==> src/rtl/cdb_arbiter.sv <==
// CDB arbiter: per-source result FIFOs (ALU1, ALU2, MEM) feeding one registered
// common data bus, granted round-robin at one result per cycle.
module cdb_arbiter #(
    parameter int DEPTH = 2,
    parameter int TAG_W = 6,
    parameter int ROB_W = 6
) (
    input  logic             clk,
    input  logic             rst,
    input  logic             flush,

    input  logic             alu1_res_valid,
    output logic             alu1_res_ready,
    input  logic [TAG_W-1:0] alu1_res_tag,
    input  logic [31:0]      alu1_res_data,
    input  logic [ROB_W-1:0] alu1_res_rob,
    input  logic             alu1_res_reg_write,

    input  logic             alu2_res_valid,
    output logic             alu2_res_ready,
    input  logic [TAG_W-1:0] alu2_res_tag,
    input  logic [31:0]      alu2_res_data,
    input  logic [ROB_W-1:0] alu2_res_rob,
    input  logic             alu2_res_reg_write,

    input  logic             mem_res_valid,
    output logic             mem_res_ready,
    input  logic [TAG_W-1:0] mem_res_tag,
    input  logic [31:0]      mem_res_data,
    input  logic [ROB_W-1:0] mem_res_rob,
    input  logic             mem_res_reg_write,

    output logic             cdb_valid,
    output logic [TAG_W-1:0] cdb_tag,
    output logic [31:0]      cdb_data,
    output logic [ROB_W-1:0] cdb_rob_num,
    output logic             cdb_reg_write,
    output logic [1:0]       cdb_src
);

    localparam int AW = $clog2(DEPTH);
    localparam int CW = AW + 1;
    localparam int EW = TAG_W + 32 + ROB_W + 1;

    logic [EW-1:0] mem_q    [3][DEPTH];
    logic [CW-1:0] count_q  [3];
    logic [AW-1:0] rd_ptr_q [3];
    logic [AW-1:0] wr_ptr_q [3];
    logic [1:0]    rr_ptr_q;

    logic [EW-1:0] in_entry [3];
    logic [2:0]    in_valid;
    logic [2:0]    nonempty;
    logic [2:0]    ready;
    logic [2:0]    push;
    logic [2:0]    grant;
    logic [1:0]    winner;
    logic          found;
    logic [2:0]    idx;
    logic [EW-1:0] head_entry;

    assign in_entry[0] = {alu1_res_tag, alu1_res_data, alu1_res_rob, alu1_res_reg_write};
    assign in_entry[1] = {alu2_res_tag, alu2_res_data, alu2_res_rob, alu2_res_reg_write};
    assign in_entry[2] = {mem_res_tag,  mem_res_data,  mem_res_rob,  mem_res_reg_write};
    assign in_valid    = {mem_res_valid, alu2_res_valid, alu1_res_valid};

    always_comb begin
        for (int unsigned i = 0; i < 3; i++) begin
            nonempty[i] = (count_q[i] != '0);
            ready[i]    = (count_q[i] < CW'(DEPTH)) || grant[i];
            push[i]     = in_valid[i] && ready[i];
        end
    end

    assign alu1_res_ready = ready[0];
    assign alu2_res_ready = ready[1];
    assign mem_res_ready  = ready[2];

    // Search order starts at rr_ptr and wraps mod 3; first non-empty head wins.
    always_comb begin
        found  = 1'b0;
        winner = 2'd0;
        idx    = 3'd0;
        for (int unsigned k = 0; k < 3; k++) begin
            idx = {1'b0, rr_ptr_q} + 3'(k);
            if (idx >= 3'd3) idx = idx - 3'd3;
            if (!found && nonempty[idx[1:0]]) begin
                found  = 1'b1;
                winner = idx[1:0];
            end
        end
        grant = found ? (3'b001 << winner) : 3'b000;
    end

    assign head_entry = mem_q[winner][rd_ptr_q[winner]];

    // Storage carries no reset: entries are only observed once counted valid.
    always_ff @(posedge clk) begin
        for (int unsigned i = 0; i < 3; i++) begin
            if (push[i] && !flush) mem_q[i][wr_ptr_q[i]] <= in_entry[i];
        end
    end

    always_ff @(posedge clk or posedge rst) begin
        if (rst) begin
            for (int unsigned i = 0; i < 3; i++) begin
                count_q[i]  <= '0;
                rd_ptr_q[i] <= '0;
                wr_ptr_q[i] <= '0;
            end
            rr_ptr_q <= 2'd0;
        end else if (flush) begin
            for (int unsigned i = 0; i < 3; i++) begin
                count_q[i]  <= '0;
                rd_ptr_q[i] <= '0;
                wr_ptr_q[i] <= '0;
            end
            rr_ptr_q <= 2'd0;
        end else begin
            for (int unsigned i = 0; i < 3; i++) begin
                if (push[i]) wr_ptr_q[i] <= wr_ptr_q[i] + AW'(1);
                if (grant[i]) rd_ptr_q[i] <= rd_ptr_q[i] + AW'(1);
                case ({push[i], grant[i]})
                    2'b10:   count_q[i] <= count_q[i] + CW'(1);
                    2'b01:   count_q[i] <= count_q[i] - CW'(1);
                    default: count_q[i] <= count_q[i];
                endcase
            end
            if (found) rr_ptr_q <= (winner == 2'd2) ? 2'd0 : winner + 2'd1;
        end
    end

    always_ff @(posedge clk or posedge rst) begin
        if (rst) begin
            cdb_valid     <= 1'b0;
            cdb_tag       <= '0;
            cdb_data      <= '0;
            cdb_rob_num   <= '0;
            cdb_reg_write <= 1'b0;
            cdb_src       <= 2'd0;
        end else if (flush) begin
            cdb_valid <= 1'b0;
        end else if (found) begin
            cdb_valid <= 1'b1;
            {cdb_tag, cdb_data, cdb_rob_num, cdb_reg_write} <= head_entry;
            cdb_src   <= winner;
        end else begin
            cdb_valid <= 1'b0;
        end
    end

endmodule

==> config.mk <==
export PLATFORM = sky130hd
export DESIGN_NAME = cdb_arbiter
export DESIGN_NICKNAME = d
export VERILOG_FILES = /design/src/rtl/cdb_arbiter.sv
export SDC_FILE = /design/constraint.sdc
export NUM_CORES = 1
export LEC_CHECK = 0
export CAP_MARGIN = 20
export CORE_MARGIN = 5
export CORE_UTILIZATION = 40
export CTS_CLUSTER_SIZE = 40
export DETAILED_ROUTE_END_ITERATION = 7
export GPL_ROUTABILITY_DRIVEN = 0
export SLEW_MARGIN = 10
export SYNTH_ARGS = -nofsm -noshare
export SYNTH_HDL_FRONTEND = slang
export SYNTH_SLANG_ARGS = --single-unit
==> constraint.sdc <==
create_clock -name clk -period 13.9 [get_ports clk]
set_input_delay 3.475 -clock clk [delete_from_list [all_inputs] [get_ports clk]]
set_output_delay 3.475 -clock clk [all_outputs]
set_load 0.02 [all_outputs]
==> qor.csv, run 1 <==
stage,metric,value,unit
placement,count of input and output buffers,191,
synth,Post-synth top flop,edfxtp_1,
clock_tree,Worst-Skew Late Latency,510,ps
placement,placed instance area,15600,um^2
floorplanning,Die Y,192,um
drt,WL met3,1.87,mm
clock_tree,Post-CTS Setup Inserts,0,
layout,Util after Layout,51.6,%
floorplanning,Die Width,192,um
floorplanning,FP Rows,66,
layout,"Design Area, Final",16800,um^2
synth,Synth cell types,52,
critical_path,CP max FO,73,
job,max-cap viol count,0,
synth,Synth Warn #,0,
floorplanning,Starting Density,40.6,%
clock_tree,CTS tree,done,
sta,RSZ-0062 raised after global routing,false,
critical_path,reg-to-reg critical path startpoint,rr_ptr_q[1]$_DFFE_PP0P_,
synth,synthesized area,13200,um^2
critical_path,"CP delay by family, top",compound AO/OA/AOI/OAI gates,
floorplanning,die area,36700,um^2
layout,Final nets,1203,
clock_tree,cts repair resizes,0,
global_route,global-route wire length before repair,46.7,mm
clock_tree,root buffer cell,clkbuf_16,
sta,hold violation count in the final report,0,
clock_tree,hold_buf cts,0,
critical_path,CP arrival,3400,ps
synth,synth top area cells,"edfxtp_1, dfrtp_1, mux2i_1, o221ai_2, a21oi_1",
critical_path,crit path capture type,output pin,
synth,Synth Register Bits,332,
sta,achievable frequency,145,MHz
critical_path,critical-path cell list,"inv_1, ha_1, o21bai_1, a21oi_1, nor3_2, a21o_4, o31ai_1, clkdlybuf4s50_1",
clock_tree,clock transition at the registers of the reported paths,60,ps
layout,share of layout cells above drive strength 1,12.3,%
sta,final setup vio count,0,
run_status,status,"finished, final reports clean",
drt,metal1 wirelength,13.1,mm
global_route,Total GRT Usage,16.7,%
critical_path,Worst Setup Start Kind,flop,
synth,Post-synth EDFFs,270,
clock_tree,clk sinks,332,
global_route,antenna violations before repair,3,
floorplanning,I/O pin count,192,
synth,Syn Nets,1009,
sta,max-slew violations,0,
sta,Setup Skew,12.7,ps
worst_hold_path,Hold Crit Start,cdb_data[23]$_DFFE_PP0P_,
critical_path,Crit path required time,10430,ps
drt,Via Count,7715,
clock_tree,clk buf depth,3,
synth,Yosys top cell by area,edfxtp_1,
synth,ys async rst share,18.7,%
drt,DRT Wirelength,30.8,mm
floorplanning,Core ar.,32500,um^2
global_route,vias in the first global route,8062,
drt,Remaining DRCs,0,
sta,minimum clock period,6870,ps
global_route,largest net degree at the start of global routing,114,
drt,Final ANT Viol Nets,0,
clock_tree,CTS H-tree depth,2,
critical_path,crit path from,rr_ptr_q[1]$_DFFE_PP0P_,
worst_hold_path,Hold Crit Class,reg -> reg,
drt,met2 WL,15.3,mm
clock_tree,CTS Buf Count,36,
synth,top cell type's share of synthesized area,61.4,%
placement,DPL Wire Length,19.1,mm
critical_path,Reg2Reg Depth,12,
drt,Top Metal Used,met5,
critical_path,"Largest stage delay, worst path",630,ps
global_route,GRT overflow,0,
drt,detailed-route wire length per cell,20.1,um
critical_path,crit path capture,alu1_res_ready,
critical_path,CP Buf/Inv Count,2,
critical_path,Reg2Reg Setup Slack,9640,ps
critical_path,critical path depth,8,
sta,actual slew at the worst max-slew pin,935,ps
critical_path,Worst path slowest cell,a21o_4,
sta,Slew headroom,37.7,%
synth,Gate Count Post-Synth,865,
layout,Layout area overhead,27.2,%
critical_path,Setup CP Type,reg -> out,
power_and_ir_drop,PD cells,225,nW/um^2
critical_path,reg-to-reg endpoint,cdb_data[24]$_DFFE_PP0P_,
synth,sequential share of the synthesized area,73.2,%
power_and_ir_drop,Leakage Power,6.28,nW
drt,initial DRC count,392,
synth,synthesized area per cell,15.3,um^2
sta,final worst path period share,49.4,%
sta,setup_tns,0,ps
drt,via/cell ratio,5.05,
drt,drt first pass iters,4,
power_and_ir_drop,Peak VDD IR,0.119,mV
layout,fill count,2759,
-- layout by cell type (no fill, tap or decap), types with 5 or more instances in the layout --
cell type          n
a21oi_1          103
buf_4             16
clkbuf_1          10
clkbuf_16         36
clkbuf_8           7
clkdlybuf4s50_1  191
clkinv_2           5
dfrtp_1           62
edfxtp_1         270
inv_1              9
mux2i_1           92
nand2_1           57
nor2_1           105
o21ai_0           10
o221ai_1           5
o221ai_2          40
-- tightest hold or removal path: stages, from the launching register on --
cell and delay (ps):
dfrtp_1 340, nand2_1 50, o221ai_1 60
-- synthesized netlist by cell type, types with 5 or more instances --
cell type	instances
edfxtp_1	270
nor2_1	105
a21oi_1	103
mux2i_1	92
dfrtp_1	62
nand2_1	57
o221ai_2	40
clkbuf_1	24
buf_2	16
inv_1	10
o21ai_0	10
buf_6	6
buf_4	5
nor3_1	5
o221ai_1	5
-- per-stage QoR --
stage	hold slack [ps]	worst slack [ps]	power, mW	cells
2_1_floorplan	502	6130	2.44	865
3_3_place_gp	474	7290	2.84	1462
3_5_place_dp	473	7210	2.87	1462
4_1_cts	488	6970	3.82	1527
5_1_grt	523	6700	4.02	1529
6_report	484	7030	3.78	1529
-- report_power, final --
part           internal, mW  total, mW  switching [mW]  leakage, nW
logic                 0.602       1.49           0.890         2.44
clock network         0.574      0.944           0.370        0.581
registers              1.25       1.34          0.0874         3.25
-- flip-flops by register name, summed over array words and instances (netlist names) --
signal,cells
cdb_data,32
cdb_src,2
wr_ptr_q,3
cdb_valid,1
rr_ptr_q,2
count_q,6
cdb_tag,6
rd_ptr_q,3
mem_q,270
cdb_rob_num,6
cdb_reg_write,1
-- worst min path at each step --
| stage | to | cells past startpoint | slack (ps) |
|---|---|---|---|
| after floorplan | rd_ptr_q[0]$_DFFE_PP0P_ | 2 | 500 |
| after global placement | cdb_data[23]$_DFFE_PP0P_ | 2 | 470 |
| after detailed placement | cdb_data[0]$_DFFE_PP0P_ | 2 | 470 |
| after CTS | cdb_data[23]$_DFFE_PP0P_ | 2 | 490 |
| after global routing | cdb_data[0]$_DFFE_PP0P_ | 2 | 520 |
| final | cdb_data[23]$_DFFE_PP0P_ | 2 | 480 |
-- layout make-up --
class                           count  area [um^2]  area share, %
Antenna cell                        1         2.50         0.0149
Clock buffer                       53         1030           6.17
Clock inverter                     12          155          0.925
Inverter                           10         38.8          0.231
Multi-Input combinational cell    471         3280           19.5
Sequential cell                   332         9660           57.6
Tap cell                          442          553           3.30
Timing Repair Buffer              208         2060           12.3
-- per-layer routing --
layer	up-vias	global-route usage (%)
li1	3666	-
met4	4	3.90
met1	3787	22.0
met5	-	0
met2	217	28.4
met3	41	3.62
-- logic make-up after synthesis --
| group | Yosys count | share of synthesized area (%) |
|---|---|---|
| flip-flops | 332 | 73.2 |
| buffers and inverters | 62 | 2.41 |
| XOR/XNOR | 5 | 0.332 |
| adder cells (fa/ha/maj) | 3 | 0.284 |
| AND/OR/NAND/NOR | 186 | 5.84 |
| AO/OA/AOI/OAI | 183 | 10.8 |
| multiplexers | 94 | 7.15 |
Power figures use the tool's default switching activity.
==> run 2: changes to the inputs <==
==> constraint.sdc (replaced) <==
create_clock -name clk -period 6.65 [get_ports clk]
set_input_delay 1.6625 -clock clk [delete_from_list [all_inputs] [get_ports clk]]
set_output_delay 1.6625 -clock clk [all_outputs]
set_load 0.02 [all_outputs]
==> qor.csv, run 2 (same netlist as run 1, synthesis figures left out) <==
stage,metric,value,unit
layout,Layout area overhead,26.1,%
sta,achievable frequency,191,MHz
floorplanning,Die Width,192,um
drt,Final ANT Viol Nets,0,
clock_tree,CTS Buf Count,36,
clock_tree,cts repair resizes,0,
sta,minimum clock period,5230,ps
clock_tree,Post-CTS Setup Inserts,0,
sta,max-slew violations,0,
sta,final setup vio count,0,
clock_tree,Worst-Skew Late Latency,510,ps
floorplanning,Die Y,192,um
layout,diode count,0,
clock_tree,root buffer cell,clkbuf_16,
placement,count of input and output buffers,191,
clock_tree,CTS tree,done,
clock_tree,CTS H-tree depth,2,
sta,Setup WS post-layout,1420,ps
clock_tree,clk sinks,332,
drt,DRT Wirelength,30.2,mm
placement,post-place setup slack,1920,ps
placement,DPL Wire Length,18.7,mm
critical_path,critical-path cell list,"inv_1, ha_1, o21ai_0, a21oi_1, nor3_2, a21o_4, o31ai_1, clkdlybuf4s50_1",
clock_tree,hold_buf cts,0,
drt,Remaining DRCs,0,
layout,Largest register FFs,270,
critical_path,Setup CP Type,reg -> out,
global_route,largest net degree at the start of global routing,96,
layout,Final nets,1200,
critical_path,"Largest stage delay, worst path",750,ps
global_route,global-route wire length before repair,45.9,mm
critical_path,crit path capture type,output pin,
job,max-cap viol count,0,
layout,Util after Layout,51.1,%
clock_tree,clock transition at the registers of the reported paths,50,ps
floorplanning,FP Rows,66,
critical_path,Worst Setup Start Kind,flop,
global_route,Total GRT Usage,16.5,%
layout,"commonest cells after routing, fill and taps aside","edfxtp_1, clkdlybuf4s50_1, nor2_1",
layout,"most common cell after layout, fill and taps aside",edfxtp_1,
power_and_ir_drop,PD cells,463,nW/um^2
floorplanning,Starting Density,40.6,%
drt,initial DRC count,405,
layout,share of layout cells above drive strength 1,11.5,%
drt,via/cell ratio,4.99,
floorplanning,Core ar.,32500,um^2
run_status,status,"finished, final reports clean",
sta,actual slew at the worst max-slew pin,963,ps
sta,Setup Skew,19.1,ps
power_and_ir_drop,Leakage Power,6.20,nW
global_route,vias in the first global route,7902,
sta,RSZ-0062 raised after global routing,false,
critical_path,Worst path slowest cell,a21o_4,
drt,Via Count,7607,
critical_path,Crit path required time,4990,ps
sta,final worst path period share,78.7,%
sta,Slew headroom,35.4,%
drt,drt first pass iters,5,
critical_path,CP arrival,3570,ps
worst_hold_path,Hold Crit Class,reg -> reg,
power_and_ir_drop,Peak VDD IR,0.266,mV
global_route,GRT overflow,0,
drt,detailed-route wire length per cell,19.8,um
critical_path,CP max FO,95,
clock_tree,clk buf depth,3,
floorplanning,die area,36700,um^2
global_route,antenna violations before repair,2,
sta,setup_tns,0,ps
floorplanning,I/O pin count,192,
sta,hold violation count in the final report,0,
==> run 2: cell types whose count changed in the layout (fill, tap and decap cells not counted), moves of 2 or more <==
cell / delta
buf_12: +2
buf_4: -4
bufinv_16: -3
clkbuf_8: -4
clkinv_1: +2
clkbuf_1: +4
==> run 2: layer usage <==
metal	vias up	routed length (um)	track usage, %	part of all wire [%]
li1	3647	-	-	-
met1	3731	13500	22.8	45
met2	184	14600	27.1	48
met3	41	1570	3.51	5.2
met4	4	514	3.84	1.7
met5	-	34	0	0.11
==> run 2: stage by stage <==
step / std cells / cell area [um^2] / total power, mW / hold WS, ps
global route: 1525 / 16600 / 8.21 / 539
CTS: 1525 / 16600 / 7.82 / 491
floorplan: 865 / 13200 / 5.11 / 502
finish: 1525 / 16600 / 7.70 / 487
detailed placement: 1460 / 15600 / 5.99 / 471
global placement: 1460 / 15600 / 5.93 / 470
==> run 2: worst paths after layout <==
kind / from / end / slack [ps] / cells after the start
setup / recovery: rr_ptr_q[0]$_DFFE_PP0P_ / alu1_res_ready / 1420 / 8
hold / removal: cdb_data[24]$_DFFE_PP0P_ / cdb_data[24]$_DFFE_PP0P_ / 490 / 2
setup reg to reg: rr_ptr_q[0]$_DFFE_PP0P_ / cdb_data[24]$_DFFE_PP0P_ / 2040 / 11
hold reg to reg: cdb_data[24]$_DFFE_PP0P_ / cdb_data[24]$_DFFE_PP0P_ / 490 / 2
min in group asynchronous: rst / cdb_data[12]$_DFFE_PP0P_ / 1770 / 3
max in group asynchronous: rst / cdb_tag[0]$_DFFE_PP0P_ / 4280 / 3
==> run 2: layout make-up <==
cell class	count	area, um^2
tap	442	553
clock inverter	12	76.3
multi-input combinational	471	3280
timing repair buffer	205	2040
sequential	332	9660
fill	2798	15900
inverter	10	38.8
clock buffer	53	995
==> run 2: where the power goes <==
part / leakage [nW] / internal (mW) / total [mW] / switching [mW]
clock network: 0.518 / 1.04 / 1.81 / 0.764
registers: 3.25 / 2.62 / 2.80 / 0.179
logic: 2.42 / 1.24 / 3.10 / 1.86
==> run 2: critical path: cells and delay by family (launching register included) <==
kind / cells / cell delay, ps
AO/OA/AOI/OAI: 4 / 1210
adder cells (fa/ha/maj): 1 / 420
buffers and inverters: 2 / 660
flip-flops: 1 / 370
AND/OR/NAND/NOR: 1 / 400
